### config.mk
export PLATFORM = sky130hd
export DESIGN_NAME = multicycle_ctrl_flat
export DESIGN_NICKNAME = d
export VERILOG_FILES = /design/src/rtl/multicycle_ctrl_if.sv /design/src/rtl/multicycle_ctrl.sv /design/src/flat_wrapper.sv
export SDC_FILE = /design/constraint.sdc
export NUM_CORES = 1
export LEC_CHECK = 0
export ABC_AREA = 1
export ABC_CLOCK_PERIOD_IN_PS = 3720
export BUFFER_PORTS_ARGS = -buffer_cell sky130_fd_sc_hd__clkbuf_2
export CAP_MARGIN = 5
export CORE_UTILIZATION = 45
export CTS_CLUSTER_DIAMETER = 40
export DETAILED_ROUTE_END_ITERATION = 10
export GPL_TIMING_DRIVEN = 0
export HOLD_SLACK_MARGIN = 0.05
export PLACE_DENSITY = 0.75
export SLEW_MARGIN = 10
export SYNTH_ARGS = -nofsm -noshare
export SYNTH_HDL_FRONTEND = slang
export SYNTH_SLANG_ARGS = --single-unit
export TNS_END_PERCENT = 5
### constraint.sdc
create_clock -name clk -period 3.72 [get_ports clk]
set_clock_uncertainty 0.05 [all_clocks]
set_input_delay 0.372 -clock clk [delete_from_list [all_inputs] [get_ports clk]]
set_output_delay 0.372 -clock clk [all_outputs]
set_load 0.05 [all_outputs]
### src/rtl/multicycle_ctrl_if.sv
`default_nettype none
// ============================================================================
//  Module      : multicycle_ctrl_if
//  Description : Control bundle between the multi-cycle RV32I controller and
//                the execute datapath / shared instruction-data memory.
//                master : controller side (drives the control signals)
//                slave  : datapath / memory side (drives instr, EQ, mem_ready)
//  Signals     : instr, EQ, mem_ready              -> controller
//                mem_req, mem_we, mem_addr_src, ir_we, pc_we, pc_src, ImmSrc,
//                ALUSrc, ALUctrl, WE3, result_src, instr_done, trap
//                                                  -> datapath / memory
//  Revision    : 1.0 - initial release
// ============================================================================
interface multicycle_ctrl_if #(
  parameter int DATA_WIDTH    = 32,
  parameter int ALUCTRL_WIDTH = 3
);
  logic [DATA_WIDTH-1:0]    instr;
  logic                     EQ;
  logic                     mem_ready;
  logic                     mem_req;
  logic                     mem_we;
  logic                     mem_addr_src;
  logic                     ir_we;
  logic                     pc_we;
  logic                     pc_src;
  logic [2:0]               ImmSrc;
  logic                     ALUSrc;
  logic [ALUCTRL_WIDTH-1:0] ALUctrl;
  logic                     WE3;
  logic [1:0]               result_src;
  logic                     instr_done;
  logic                     trap;

  modport master (
    input  instr, EQ, mem_ready,
    output mem_req, mem_we, mem_addr_src, ir_we, pc_we, pc_src, ImmSrc,
           ALUSrc, ALUctrl, WE3, result_src, instr_done, trap
  );

  modport slave (
    output instr, EQ, mem_ready,
    input  mem_req, mem_we, mem_addr_src, ir_we, pc_we, pc_src, ImmSrc,
           ALUSrc, ALUctrl, WE3, result_src, instr_done, trap
  );
endinterface
`default_nettype wire

### src/rtl/multicycle_ctrl.sv
`default_nettype none
// ============================================================================
//  Module      : multicycle_ctrl
//  Description : Multi-cycle control FSM for the RV32I execute datapath and a
//                shared single-port instruction/data memory. One instruction
//                in flight: FETCH -> DECODE -> (EXEC -> MEM/WB | BRANCH | JAL
//                | LUI | ILLEGAL) -> FETCH.
//  Ports       : clk  - clock
//                rst  - asynchronous active-high reset
//                bus  - multicycle_ctrl_if.master control bundle
//  Options     : MC_ILLEGAL_TRAP_EN - defined: illegal instruction halts with
//                trap=1 until reset. Undefined: illegal instruction retires
//                as a NOP and trap is tied low.
//  Revision    : 1.0 - initial release
// ============================================================================
module multicycle_ctrl #(
  parameter int DATA_WIDTH    = 32,
  parameter int ALUCTRL_WIDTH = 3
) (
  input  logic              clk,
  input  logic              rst,
  multicycle_ctrl_if.master bus
);

  localparam logic [6:0] OP_R   = 7'b0110011;
  localparam logic [6:0] OP_I   = 7'b0010011;
  localparam logic [6:0] OP_LW  = 7'b0000011;
  localparam logic [6:0] OP_SW  = 7'b0100011;
  localparam logic [6:0] OP_BR  = 7'b1100011;
  localparam logic [6:0] OP_JAL = 7'b1101111;
  localparam logic [6:0] OP_LUI = 7'b0110111;

  localparam logic [ALUCTRL_WIDTH-1:0] ALU_ADD = ALUCTRL_WIDTH'(0);
  localparam logic [ALUCTRL_WIDTH-1:0] ALU_SUB = ALUCTRL_WIDTH'(1);
  localparam logic [ALUCTRL_WIDTH-1:0] ALU_AND = ALUCTRL_WIDTH'(2);
  localparam logic [ALUCTRL_WIDTH-1:0] ALU_OR  = ALUCTRL_WIDTH'(3);
  localparam logic [ALUCTRL_WIDTH-1:0] ALU_XOR = ALUCTRL_WIDTH'(4);
  localparam logic [ALUCTRL_WIDTH-1:0] ALU_SLT = ALUCTRL_WIDTH'(5);
  localparam logic [ALUCTRL_WIDTH-1:0] ALU_SLL = ALUCTRL_WIDTH'(6);
  localparam logic [ALUCTRL_WIDTH-1:0] ALU_SRL = ALUCTRL_WIDTH'(7);

  localparam logic [2:0] IMM_I = 3'b000;
  localparam logic [2:0] IMM_S = 3'b001;
  localparam logic [2:0] IMM_B = 3'b010;
  localparam logic [2:0] IMM_J = 3'b011;
  localparam logic [2:0] IMM_U = 3'b100;

  localparam logic [1:0] RES_ALU = 2'b00;
  localparam logic [1:0] RES_MEM = 2'b01;
  localparam logic [1:0] RES_PC4 = 2'b10;
  localparam logic [1:0] RES_IMM = 2'b11;

  typedef enum logic [3:0] {
    S_FETCH   = 4'd0,
    S_DECODE  = 4'd1,
    S_EXEC    = 4'd2,
    S_MEM     = 4'd3,
    S_WB      = 4'd4,
    S_BRANCH  = 4'd5,
    S_JAL     = 4'd6,
    S_LUI     = 4'd7,
    S_ILLEGAL = 4'd8,
    S_HALT    = 4'd9
  } state_t;

`ifdef MC_ILLEGAL_TRAP_EN
  localparam state_t ILL_TARGET = S_HALT;
`else
  localparam state_t ILL_TARGET = S_ILLEGAL;
`endif

  state_t                   state_q;
  logic                     alu_src_q;
  logic [ALUCTRL_WIDTH-1:0] alu_ctrl_q;
  logic [2:0]               imm_src_q;
  logic [1:0]               result_src_q;
  logic                     we3_q;
  logic                     pc_we_q;
  logic                     pc_src_q;
  logic                     done_q;
  logic                     load_q;
  logic                     store_q;
`ifdef MC_ILLEGAL_TRAP_EN
  logic                     trap_q;
`endif

  logic [6:0]               w_opcode;
  logic [2:0]               w_funct3;
  logic                     w_rd_nz;
  logic                     w_is_ls;
  logic [ALUCTRL_WIDTH-1:0] w_alu_op;
  state_t                   w_dec_state;
  logic                     w_st_retire;
  logic                     w_unused_bits;

  assign w_opcode = bus.instr[6:0];
  assign w_funct3 = bus.instr[14:12];
  assign w_rd_nz  = |bus.instr[11:7];
  assign w_is_ls  = (w_opcode == OP_LW) || (w_opcode == OP_SW);
  assign w_unused_bits = ^{bus.instr[DATA_WIDTH-1], bus.instr[29:15]};

  // R/I ALU operation; funct7[5] only selects SUB for register-register adds
  always_comb begin
    w_alu_op = ALU_ADD;
    case (w_funct3)
      3'b000:  w_alu_op = ((w_opcode == OP_R) && bus.instr[30]) ? ALU_SUB : ALU_ADD;
      3'b111:  w_alu_op = ALU_AND;
      3'b110:  w_alu_op = ALU_OR;
      3'b100:  w_alu_op = ALU_XOR;
      3'b010:  w_alu_op = ALU_SLT;
      3'b001:  w_alu_op = ALU_SLL;
      3'b101:  w_alu_op = ALU_SRL;
      default: w_alu_op = ALU_ADD;
    endcase
  end

  // Opcode classification, including the funct3 encodings we do not support
  always_comb begin
    w_dec_state = S_ILLEGAL;
    case (w_opcode)
      OP_R, OP_I:   w_dec_state = (w_funct3 == 3'b011) ? S_ILLEGAL : S_EXEC;
      OP_LW, OP_SW: w_dec_state = S_EXEC;
      OP_BR:        w_dec_state = (w_funct3[2:1] == 2'b00) ? S_BRANCH : S_ILLEGAL;
      OP_JAL:       w_dec_state = S_JAL;
      OP_LUI:       w_dec_state = S_LUI;
      default:      w_dec_state = S_ILLEGAL;
    endcase
  end

  always_ff @(posedge clk or posedge rst) begin
    if (rst) begin
      state_q      <= S_FETCH;
      alu_src_q    <= 1'b0;
      alu_ctrl_q   <= '0;
      imm_src_q    <= '0;
      result_src_q <= '0;
      we3_q        <= 1'b0;
      pc_we_q      <= 1'b0;
      pc_src_q     <= 1'b0;
      done_q       <= 1'b0;
      load_q       <= 1'b0;
      store_q      <= 1'b0;
`ifdef MC_ILLEGAL_TRAP_EN
      trap_q       <= 1'b0;
`endif
    end else begin
      // Retirement strobes live for exactly one cycle
      we3_q    <= 1'b0;
      pc_we_q  <= 1'b0;
      pc_src_q <= 1'b0;
      done_q   <= 1'b0;
      case (state_q)
        S_FETCH: begin
          if (bus.mem_ready) state_q <= S_DECODE;
        end
        S_DECODE: begin
          state_q <= (w_dec_state == S_ILLEGAL) ? ILL_TARGET : w_dec_state;
          load_q  <= (w_opcode == OP_LW);
          store_q <= (w_opcode == OP_SW);
          case (w_dec_state)
            S_EXEC: begin
              alu_src_q  <= (w_opcode != OP_R);
              alu_ctrl_q <= w_is_ls ? ALU_ADD : w_alu_op;
              imm_src_q  <= (w_opcode == OP_SW) ? IMM_S : IMM_I;
            end
            S_BRANCH: begin
              alu_src_q  <= 1'b0;
              alu_ctrl_q <= ALU_SUB;
              imm_src_q  <= IMM_B;
              pc_we_q    <= 1'b1;
              done_q     <= 1'b1;
            end
            S_JAL: begin
              imm_src_q    <= IMM_J;
              result_src_q <= RES_PC4;
              we3_q        <= w_rd_nz;
              pc_we_q      <= 1'b1;
              pc_src_q     <= 1'b1;
              done_q       <= 1'b1;
            end
            S_LUI: begin
              imm_src_q    <= IMM_U;
              result_src_q <= RES_IMM;
              we3_q        <= w_rd_nz;
              pc_we_q      <= 1'b1;
              done_q       <= 1'b1;
            end
            default: begin
`ifdef MC_ILLEGAL_TRAP_EN
              trap_q  <= 1'b1;
`else
              pc_we_q <= 1'b1;
              done_q  <= 1'b1;
`endif
            end
          endcase
        end
        S_EXEC: begin
          if (load_q || store_q) begin
            state_q <= S_MEM;
          end else begin
            state_q      <= S_WB;
            result_src_q <= RES_ALU;
            we3_q        <= w_rd_nz;
            pc_we_q      <= 1'b1;
            done_q       <= 1'b1;
          end
        end
        S_MEM: begin
          // ALU controls stay untouched here so the address holds during waits
          if (bus.mem_ready) begin
            if (store_q) begin
              state_q      <= S_FETCH;
              alu_src_q    <= 1'b0;
              alu_ctrl_q   <= '0;
              imm_src_q    <= '0;
              result_src_q <= '0;
            end else begin
              state_q      <= S_WB;
              result_src_q <= RES_MEM;
              we3_q        <= w_rd_nz;
              pc_we_q      <= 1'b1;
              done_q       <= 1'b1;
            end
          end
        end
        S_WB, S_BRANCH, S_JAL, S_LUI, S_ILLEGAL: begin
          state_q      <= S_FETCH;
          alu_src_q    <= 1'b0;
          alu_ctrl_q   <= '0;
          imm_src_q    <= '0;
          result_src_q <= '0;
        end
        S_HALT:  state_q <= S_HALT;
        default: state_q <= S_FETCH;
      endcase
    end
  end

  // Memory-facing strobes follow the state register; the reset term keeps the
  // bus quiet while rst is held even though the state already reads FETCH.
  assign w_st_retire = (state_q == S_MEM) && store_q && bus.mem_ready;

  assign bus.mem_req      = !rst && ((state_q == S_FETCH) || (state_q == S_MEM));
  assign bus.mem_we       = (state_q == S_MEM) && store_q;
  assign bus.mem_addr_src = (state_q == S_MEM);
  assign bus.ir_we        = !rst && (state_q == S_FETCH) && bus.mem_ready;
  assign bus.pc_we        = pc_we_q | w_st_retire;
  assign bus.instr_done   = done_q | w_st_retire;
  // Branch direction depends on this cycle's EQ, so it cannot be registered
  assign bus.pc_src       = pc_src_q |
                            ((state_q == S_BRANCH) && (bus.EQ ^ w_funct3[0]));
  assign bus.ImmSrc       = imm_src_q;
  assign bus.ALUSrc       = alu_src_q;
  assign bus.ALUctrl      = alu_ctrl_q;
  assign bus.WE3          = we3_q;
  assign bus.result_src   = result_src_q;
`ifdef MC_ILLEGAL_TRAP_EN
  assign bus.trap         = trap_q;
`else
  assign bus.trap         = 1'b0;
`endif

endmodule
`default_nettype wire

### src/flat_wrapper.sv
// flat-port wrapper written by rule: the top's interface ports become plain ports
module multicycle_ctrl_flat 
#(
  parameter int DATA_WIDTH    = 32,
  parameter int ALUCTRL_WIDTH = 3
)
  (clk, rst, bus_instr, bus_EQ, bus_mem_ready, bus_mem_req, bus_mem_we, bus_mem_addr_src, bus_ir_we, bus_pc_we, bus_pc_src, bus_ImmSrc, bus_ALUSrc, bus_ALUctrl, bus_WE3, bus_result_src, bus_instr_done, bus_trap);
  multicycle_ctrl_if #(.DATA_WIDTH(DATA_WIDTH), .ALUCTRL_WIDTH(ALUCTRL_WIDTH)) bus_i ();
  input  logic clk;
  input  logic rst;
  input wire logic [$bits(bus_i.instr)-1:0] bus_instr;
  input wire logic [$bits(bus_i.EQ)-1:0] bus_EQ;
  input wire logic [$bits(bus_i.mem_ready)-1:0] bus_mem_ready;
  output wire logic [$bits(bus_i.mem_req)-1:0] bus_mem_req;
  output wire logic [$bits(bus_i.mem_we)-1:0] bus_mem_we;
  output wire logic [$bits(bus_i.mem_addr_src)-1:0] bus_mem_addr_src;
  output wire logic [$bits(bus_i.ir_we)-1:0] bus_ir_we;
  output wire logic [$bits(bus_i.pc_we)-1:0] bus_pc_we;
  output wire logic [$bits(bus_i.pc_src)-1:0] bus_pc_src;
  output wire logic [$bits(bus_i.ImmSrc)-1:0] bus_ImmSrc;
  output wire logic [$bits(bus_i.ALUSrc)-1:0] bus_ALUSrc;
  output wire logic [$bits(bus_i.ALUctrl)-1:0] bus_ALUctrl;
  output wire logic [$bits(bus_i.WE3)-1:0] bus_WE3;
  output wire logic [$bits(bus_i.result_src)-1:0] bus_result_src;
  output wire logic [$bits(bus_i.instr_done)-1:0] bus_instr_done;
  output wire logic [$bits(bus_i.trap)-1:0] bus_trap;
  assign bus_i.instr = bus_instr;
  assign bus_i.EQ = bus_EQ;
  assign bus_i.mem_ready = bus_mem_ready;
  assign bus_mem_req = bus_i.mem_req;
  assign bus_mem_we = bus_i.mem_we;
  assign bus_mem_addr_src = bus_i.mem_addr_src;
  assign bus_ir_we = bus_i.ir_we;
  assign bus_pc_we = bus_i.pc_we;
  assign bus_pc_src = bus_i.pc_src;
  assign bus_ImmSrc = bus_i.ImmSrc;
  assign bus_ALUSrc = bus_i.ALUSrc;
  assign bus_ALUctrl = bus_i.ALUctrl;
  assign bus_WE3 = bus_i.WE3;
  assign bus_result_src = bus_i.result_src;
  assign bus_instr_done = bus_i.instr_done;
  assign bus_trap = bus_i.trap;
  multicycle_ctrl #(.DATA_WIDTH(DATA_WIDTH), .ALUCTRL_WIDTH(ALUCTRL_WIDTH)) u_core (.clk(clk), .rst(rst), .bus(bus_i));
endmodule
==> flow_summary.yaml, run 1 <==
clock_tree:
  clock-root-buffer: "clkbuf_4"
  insertion_delay_ns: 0.30
  numCtsBuffers: 3
  cts_tree: "done"
  cts.sinks: 18
  h-tree-depth: 1
  clock_path_buffers: 2
  post_cts_resized: 0
  cts.clk_slew.worst_paths_ns: 0.11
  hold_buffers: 0
  cts_setup_buffers: 0
drt:
  finalWirelength_um: 2729
  drc_errors: 0
  drt-initial-drc-count: 47
  dr.pass1.iters: 4
  detail-route-antenna-nets: 0
  vias: 1321
  avgRoutedWirePerCell_um: 10.50
  via_per_inst: 5.081
place:
  portBuffers: 36
  place_area_um2: 1546
  gp_congestion: 0.8386
  dp_cells: 256
  dp_hpwl_um: 2275
die:
  initial_core_util: 0.4773
  num_rows: 19
  core_area_um2: 2781
  die_w_um: 56.32
  dieArea_um2: 3171
  die_h_um: 56.32
  io_pins: 54
sta:
  worst_pin_slew_ns: 0.7239
  grt_setup_unrepaired: "false"
  hold_viol_final: 0
  tns_ns: 0
  max-slew-margin-rel: 0.5169
  setup_viol: 0
  finalCritPeriodShare: 0.5612
  finalCriticalPeriod_ns: 2.088
  timing.fmax_ghz: 0.4790
  drv_slew: 0
grt:
  grt_max_degree: 19
  grt_use_total: 0.1861
  grt_first_pass_wirelength_um: 4629
  grt_pass1_vias: 1150
  global_route.overflow_total: 0
  grt_antenna_before_repair: 0
synthesis:
  synth_top_area_cell: "dfrtp_1"
  yosysSeqAreaShare: 0.3393
  ys_top_cells_by_area: "dfrtp_1 34%, nand2_1 12%, inv_1 6.8%, nor2_1 6.2%, nand3_1 6.0%"
  syn_nets: 225
  syn_inst: 189
  synth-seq-cells: 18
  synthFlopType: "dfrtp_1"
  yosysUniqueCellTypes: 31
  synth_area_um2: 1328
  syn_avg_cell_area_um2: 7.024
  synth_edf_count: 0
  synth_top_area_share: 0.3393
  synthArstFlopShare: 1.000
  yosysWarnings: 0
final_layout:
  finish.instance_area_um2: 1583
  final_cells: 260
  insertedDiodeCount: 0
  layout.nets: 266
  final_layout_size_suffix_gt1_frac: 0.3100
  final_core_util: 0.5691
  syn_to_final_growth_pct: 19.23
min_path:
  hold_class: "in2async"
setup_path:
  endpoint_kind: "output pin"
  critPathRequiredTime_ns: 3.30
  worst_setup_path_start_kind: "register"
  worst-setup-path-type: "reg2out"
  cp.arrival_ns: 1.67
  cp_max_fo: 6
status:
  status: "complete, no violations"
power_and_ir_drop:
  powerDensity_nw_per_um2: 608.9
  vdd_drop_max_mv: 0.4811
  leakagePower_nw: 0.9041
job:
  maxCapViolCount: 0
==> Yosys cell counts (all sizes together) (2+ instances only) <==
library cell,n
a21o,2
a21oi,7
buf,2
dfrtp,18
inv,31
nand2,54
nand3,18
nand3b,2
nand4,2
nor2,27
nor3,6
o211ai,2
o21ai,10
xnor2,2
==> layer usage <==
metal,vias up,GRT usage,part of all wire,wire length (um)
li1,679,-,-,-
met3,8,0.02535,0.044,120
met2,41,0.3129,0.47,1283
met1,593,0.2390,0.46,1263
met5,-,0,0,0
met4,0,0.08014,0.023,62
==> critical path, stage by stage, from the launching register on <==
cell and delay [ns]:
dfrtp_1 0.44, nand2_1 0.14, inv_2 0.07, nand2_2 0.09
nor2_1 0.13, a21o_1 0.14, buf_4 0.10, clkbuf_2 0.26
==> logic make-up (layout without fill, tap and decap cells) <==
kind of cell    Yosys count  count (layout)  share of synthesized area
simple gates            111             111                     0.4364
flops                    18              18                     0.3393
compound gates           24              24                     0.1093
other cells               1               1                   0.002825
xor+xnor                  2               2                    0.01320
buf+inv                  33              73                    0.09897
==> worst paths after layout <==
check	start	slack, ns	end	cells after the start
setup reg to reg	u_core.state_q[3]	2.18	u_core.bus.result_src[1]	8
max in group asynchronous	rst	3.04	u_core.bus.ImmSrc[0]	2
hold / removal	rst	0.12	u_core.state_q[0]	2
min in group clk	bus_instr[5]	0.26	u_core.load_q	2
hold reg to reg	u_core.bus.ImmSrc[0]	0.44	u_core.bus.ImmSrc[0]	2
setup / recovery	u_core.state_q[0]	1.63	bus_pc_we	7
==> registers in the layout, indices dropped and copies added, names as in the netlist <==
signal and flops:
u_core.pc_we_q 1, u_core.pc_src_q 1, u_core.bus.ImmSrc 3, u_core.bus.WE3 1, u_core.state_q 4, u_core.bus.result_src 2
u_core.load_q 1, u_core.store_q 1, u_core.bus.ALUSrc 1, u_core.bus.ALUctrl 3
==> per-stage QoR <==
step                      worst slack (ns)  total power, mW  hold slack (ns)
final                                1.632           0.9637           0.1216
after global placement               1.978           0.8361           0.4074
after floorplan                      1.185           0.7286           0.2606
after detailed placement             1.976           0.8420           0.4123
after CTS                            1.630           0.9655           0.1379
after global routing                 1.533            1.028           0.1802
==> layout by cell type, fill, tap and decap left out, types with 2 or more instances in the layout <==
master	synthesis	final
nand2_1	44	44
nand3_4	2	2
o21ai_0	6	6
nor2_1	22	22
xnor2_1	2	2
inv_2	7	7
a21o_1	2	2
nand2_4	4	4
nor3_1	5	5
nand3_1	16	16
clkbuf_4	0	3
o21ai_1	3	3
a21oi_1	7	7
buf_4	2	2
inv_1	24	24
clkbuf_2	0	36
nand2_2	6	6
nand4_1	2	2
dfrtp_1	18	18
nor2_4	4	4
==> power breakdown <==
group	switching (mW)	total [mW]	internal [mW]
clock	0.0660	0.126	0.0597
sequential	0.0341	0.277	0.243
combinational	0.399	0.561	0.162
total	0.499	0.964	0.464
==> cell type report <==
type                       instances  area, um^2
multi-input combinational        138       745.7
timing repair buffer              36       180.2
fill                             286        1199
clock buffer                       4       36.28
buffer                             2       15.01
tap                               31       38.79
inverter                          31       116.4
sequential                        18       450.4
Power figures use the tool's default switching activity.
==> run 2: changes to the inputs <==
--- a/config.mk
+++ b/config.mk
@@ -5,8 +5,8 @@
 export SDC_FILE = /design/constraint.sdc
 export NUM_CORES = 1
 export LEC_CHECK = 0
-export ABC_AREA = 1
-export ABC_CLOCK_PERIOD_IN_PS = 3720
+export ABC_AREA = 0
+export ABC_CLOCK_PERIOD_IN_PS = 2000
 export BUFFER_PORTS_ARGS = -buffer_cell sky130_fd_sc_hd__clkbuf_2
 export CAP_MARGIN = 5
 export CORE_UTILIZATION = 45
==> constraint.sdc (replaced) <==
create_clock -name clk -period 2 [get_ports clk]
set_clock_uncertainty 0.05 [all_clocks]
set_input_delay 0.2 -clock clk [delete_from_list [all_inputs] [get_ports clk]]
set_output_delay 0.2 -clock clk [all_outputs]
set_load 0.05 [all_outputs]
==> run 2 against run 1 <==
Net effect: synthesized cell count fell by 20%; setup slack got worse by 1.6 ns; worst hold slack better by 0.049 ns; count of clock-buffer cells in the layout stayed put.
==> flow_summary.yaml, run 2 <==
clock_tree:
  cts.sinks: 18
  cts.clk_slew.worst_paths_ns: 0.11
  clock_path_buffers: 2
  numCtsBuffers: 3
  h-tree-depth: 1
  clock-root-buffer: "clkbuf_4"
  cts_tree: "done"
  insertion_delay_ns: 0.29
setup_path:
  worst-setup-path-type: "reg2out"
  cp.arrival_ns: 1.74
  endpoint_kind: "output pin"
  crit_buf_inv: 4
  slowest_stage: "dfrtp_2"
  cpPeakStageDelay_ns: 0.45
  cp_max_fo: 4
  worst_setup_path_start_kind: "register"
  critPathRequiredTime_ns: 1.75
  crit_family: "buffers and inverters"
  crit_chain: "clkbuf_8 -> nand3_4 -> clkinvlp_4 -> and2_4 -> a21o_4 -> buf_4 -> buf_8"
place:
  gp_congestion: 0.9147
  portBuffers: 35
  place_area_um2: 1556
  dp_hpwl_um: 2502
synthesis:
  synthFlopType: "dfrtp_1"
  syn_nets: 187
  synthArstFlopShare: 1.000
  yosysSeqAreaShare: 0.3422
  synth-seq-cells: 18
  yosysMostFrequentCell: "dfrtp_1"
  synth_common_cells: "18 x dfrtp_1, 10 x nand2_1, 10 x nor2_1"
  syn_inst: 151
  synth_edf_count: 0
  synth_top_area_cell: "dfrtp_1"
  yosysUniqueCellTypes: 52
  synth_area_um2: 1316
  syn_avg_cell_area_um2: 8.717
  yosysWarnings: 0
  synth_top_area_share: 0.3422
  ys_top_cells_by_area: "dfrtp_1 34%, nor3_1 3.4%, a21oi_1 3.0%, nand2_1 2.9%, nand2b_1 2.9%"
die:
  die_h_um: 56.09
  num_rows: 19
  die_w_um: 56.09
  io_pins: 54
  initial_core_util: 0.4773
  dieArea_um2: 3146
  core_area_um2: 2758
final_layout:
  top_register: "u_core.state_q"
  largest_reg_flops: 4
  layout_common_cells: "32 x clkbuf_2, 16 x buf_4, 16 x dfrtp_1"
  layout_commonest_cell: "clkbuf_2"
  finish.instance_area_um2: 1792
  nFillCells: 229
  final_layout_size_suffix_gt1_frac: 0.3842
  insertedDiodeCount: 0
  syn_to_final_growth_pct: 36.12
  layout.nets: 240
power_and_ir_drop:
  leakagePower_nw: 0.8247
  total_power_mw: 1.960
  powerDensity_nw_per_um2: 1094
  p_int_mw: 1.045
  combPwrFrac: 0.631
  p_sw_frac: 0.4670
  power_frac_clock: 0.116
  vdd_drop_max_mv: 1.001
  seq_power_share: 0.253
  power.switching_mw: 0.9153
drt:
  dr.pass1.iters: 4
  drt-initial-drc-count: 38
  vias: 1402
  drc_errors: 0
  finalWirelength_um: 3583
  via_per_inst: 5.991
  detail-route-antenna-nets: 0
  avgRoutedWirePerCell_um: 15.31
grt:
  grt_max_degree: 19
  grt_pass1_vias: 1348
  global_route.overflow_total: 0
  grt_use_total: 0.2354
  grt_antenna_before_repair: 0
  grt_first_pass_wirelength_um: 5885
sta:
  finalCriticalPeriod_ns: 1.993
  grt_setup_unrepaired: "true"
  whs_ns: 0.1702
  drv_slew: 0
  worst_pin_slew_ns: 0.6965
  finalCritPeriodShare: 0.9964
  hold_viol_final: 0
  setup_viol: 0
  max-slew-margin-rel: 0.5351
  timing.fmax_ghz: 0.5018
job:
  maxCapViolCount: 0
min_path:
  hold_class: "in2reg"
status:
  status: "complete, no violations"
run 2: cell types whose count changed after synthesis, moves of 5 or more:
cell / delta
nand2b_1: +6
clkbuf_1: +6
inv_1: -18
inv_2: -7
nand2_1: -34
nand3_1: -13
nor2_1: -12
o22ai_1: +5
nand2_2: -5
run 2: final cells by class:
class	count	area [um^2]	share of cell area
plain buffers	9	90.09	0.05028
clock buffers	4	36.28	0.02025
inverters	6	26.28	0.01466
multi-input cells	118	857.1	0.4784
flip-flops and latches	18	452.9	0.2528
well taps	31	38.79	0.02165
repair buffers	48	290.3	0.1620
run 2: worst paths after layout:
check / startpoint / to / slack [ns] / cells after the start
setup / recovery: u_core.state_q[0] / bus_pc_we / 0.007 / 7
hold / removal: bus_instr[5] / u_core.store_q / 0.17 / 3
setup reg to reg: u_core.state_q[0] / u_core.bus.ImmSrc[2] / 0.06 / 4
hold reg to reg: u_core.bus.ALUctrl[1] / u_core.bus.ALUctrl[1] / 0.44 / 2
max in group asynchronous: rst / u_core.state_q[1] / 0.89 / 3
min in group asynchronous: rst / u_core.pc_we_q / 0.53 / 3
run 2: worst min-delay path, stage by stage:
cell,delay (ns)
clkbuf_2,0.14
nand3_1,0.09
nand2_1,0.05
run 2: metrics by stage:
step / setup slack [ns] / utilization / instances / TNS, ns
global route: -0.06083 / 0.6497 / 234 / -0.2869
global placement: -0.05990 / 0.5644 / 217 / -0.2456
CTS: -0.009420 / 0.6357 / 231 / -0.009420
finish: 0.007269 / 0.6497 / 234 / 0
floorplan: -0.1656 / - / 151 / -0.2308
detailed placement: -0.07781 / 0.5644 / 217 / -0.4264
run 2: kinds of logic after synthesis:
family	synth area share
compound gates	0.2804
flops	0.3422
simple gates	0.2662
other cells	0.002849
xor+xnor	0.01331
mux	0.04087
buf+inv	0.05418
run 2: per-layer routing:
metal  global-route usage  vias up  share of wire
met5                    0        -              0
met3              0.03488       16          0.045
met1               0.2906      661           0.40
li1                     -      664              -
met4               0.1289        0          0.036
met2               0.3929       61           0.52
run 2: power by group through the flow:
| stage | logic, mW | registers, mW | clock network [mW] |
|---|---|---|---|
| 2_1_floorplan | 0.636 | 0.652 | 0 |
| 3_3_place_gp | 0.987 | 0.494 | 0 |
| 3_5_place_dp | 1.01 | 0.498 | 0 |
| 4_1_cts | 1.17 | 0.491 | 0.232 |
| 5_1_grt | 1.32 | 0.506 | 0.251 |
| 6_report | 1.24 | 0.496 | 0.227 |
run 2: repair_timing:
action | 4_1_cts | 5_1_grt
buffers inserted | 9 | 3
endpoints found under the setup margin | 12 | 12
hold endpoints to repair | 18 | 0
hold buffers | 1 | 0
resized for setup | 21 | 9
pin swaps | 1 | 8
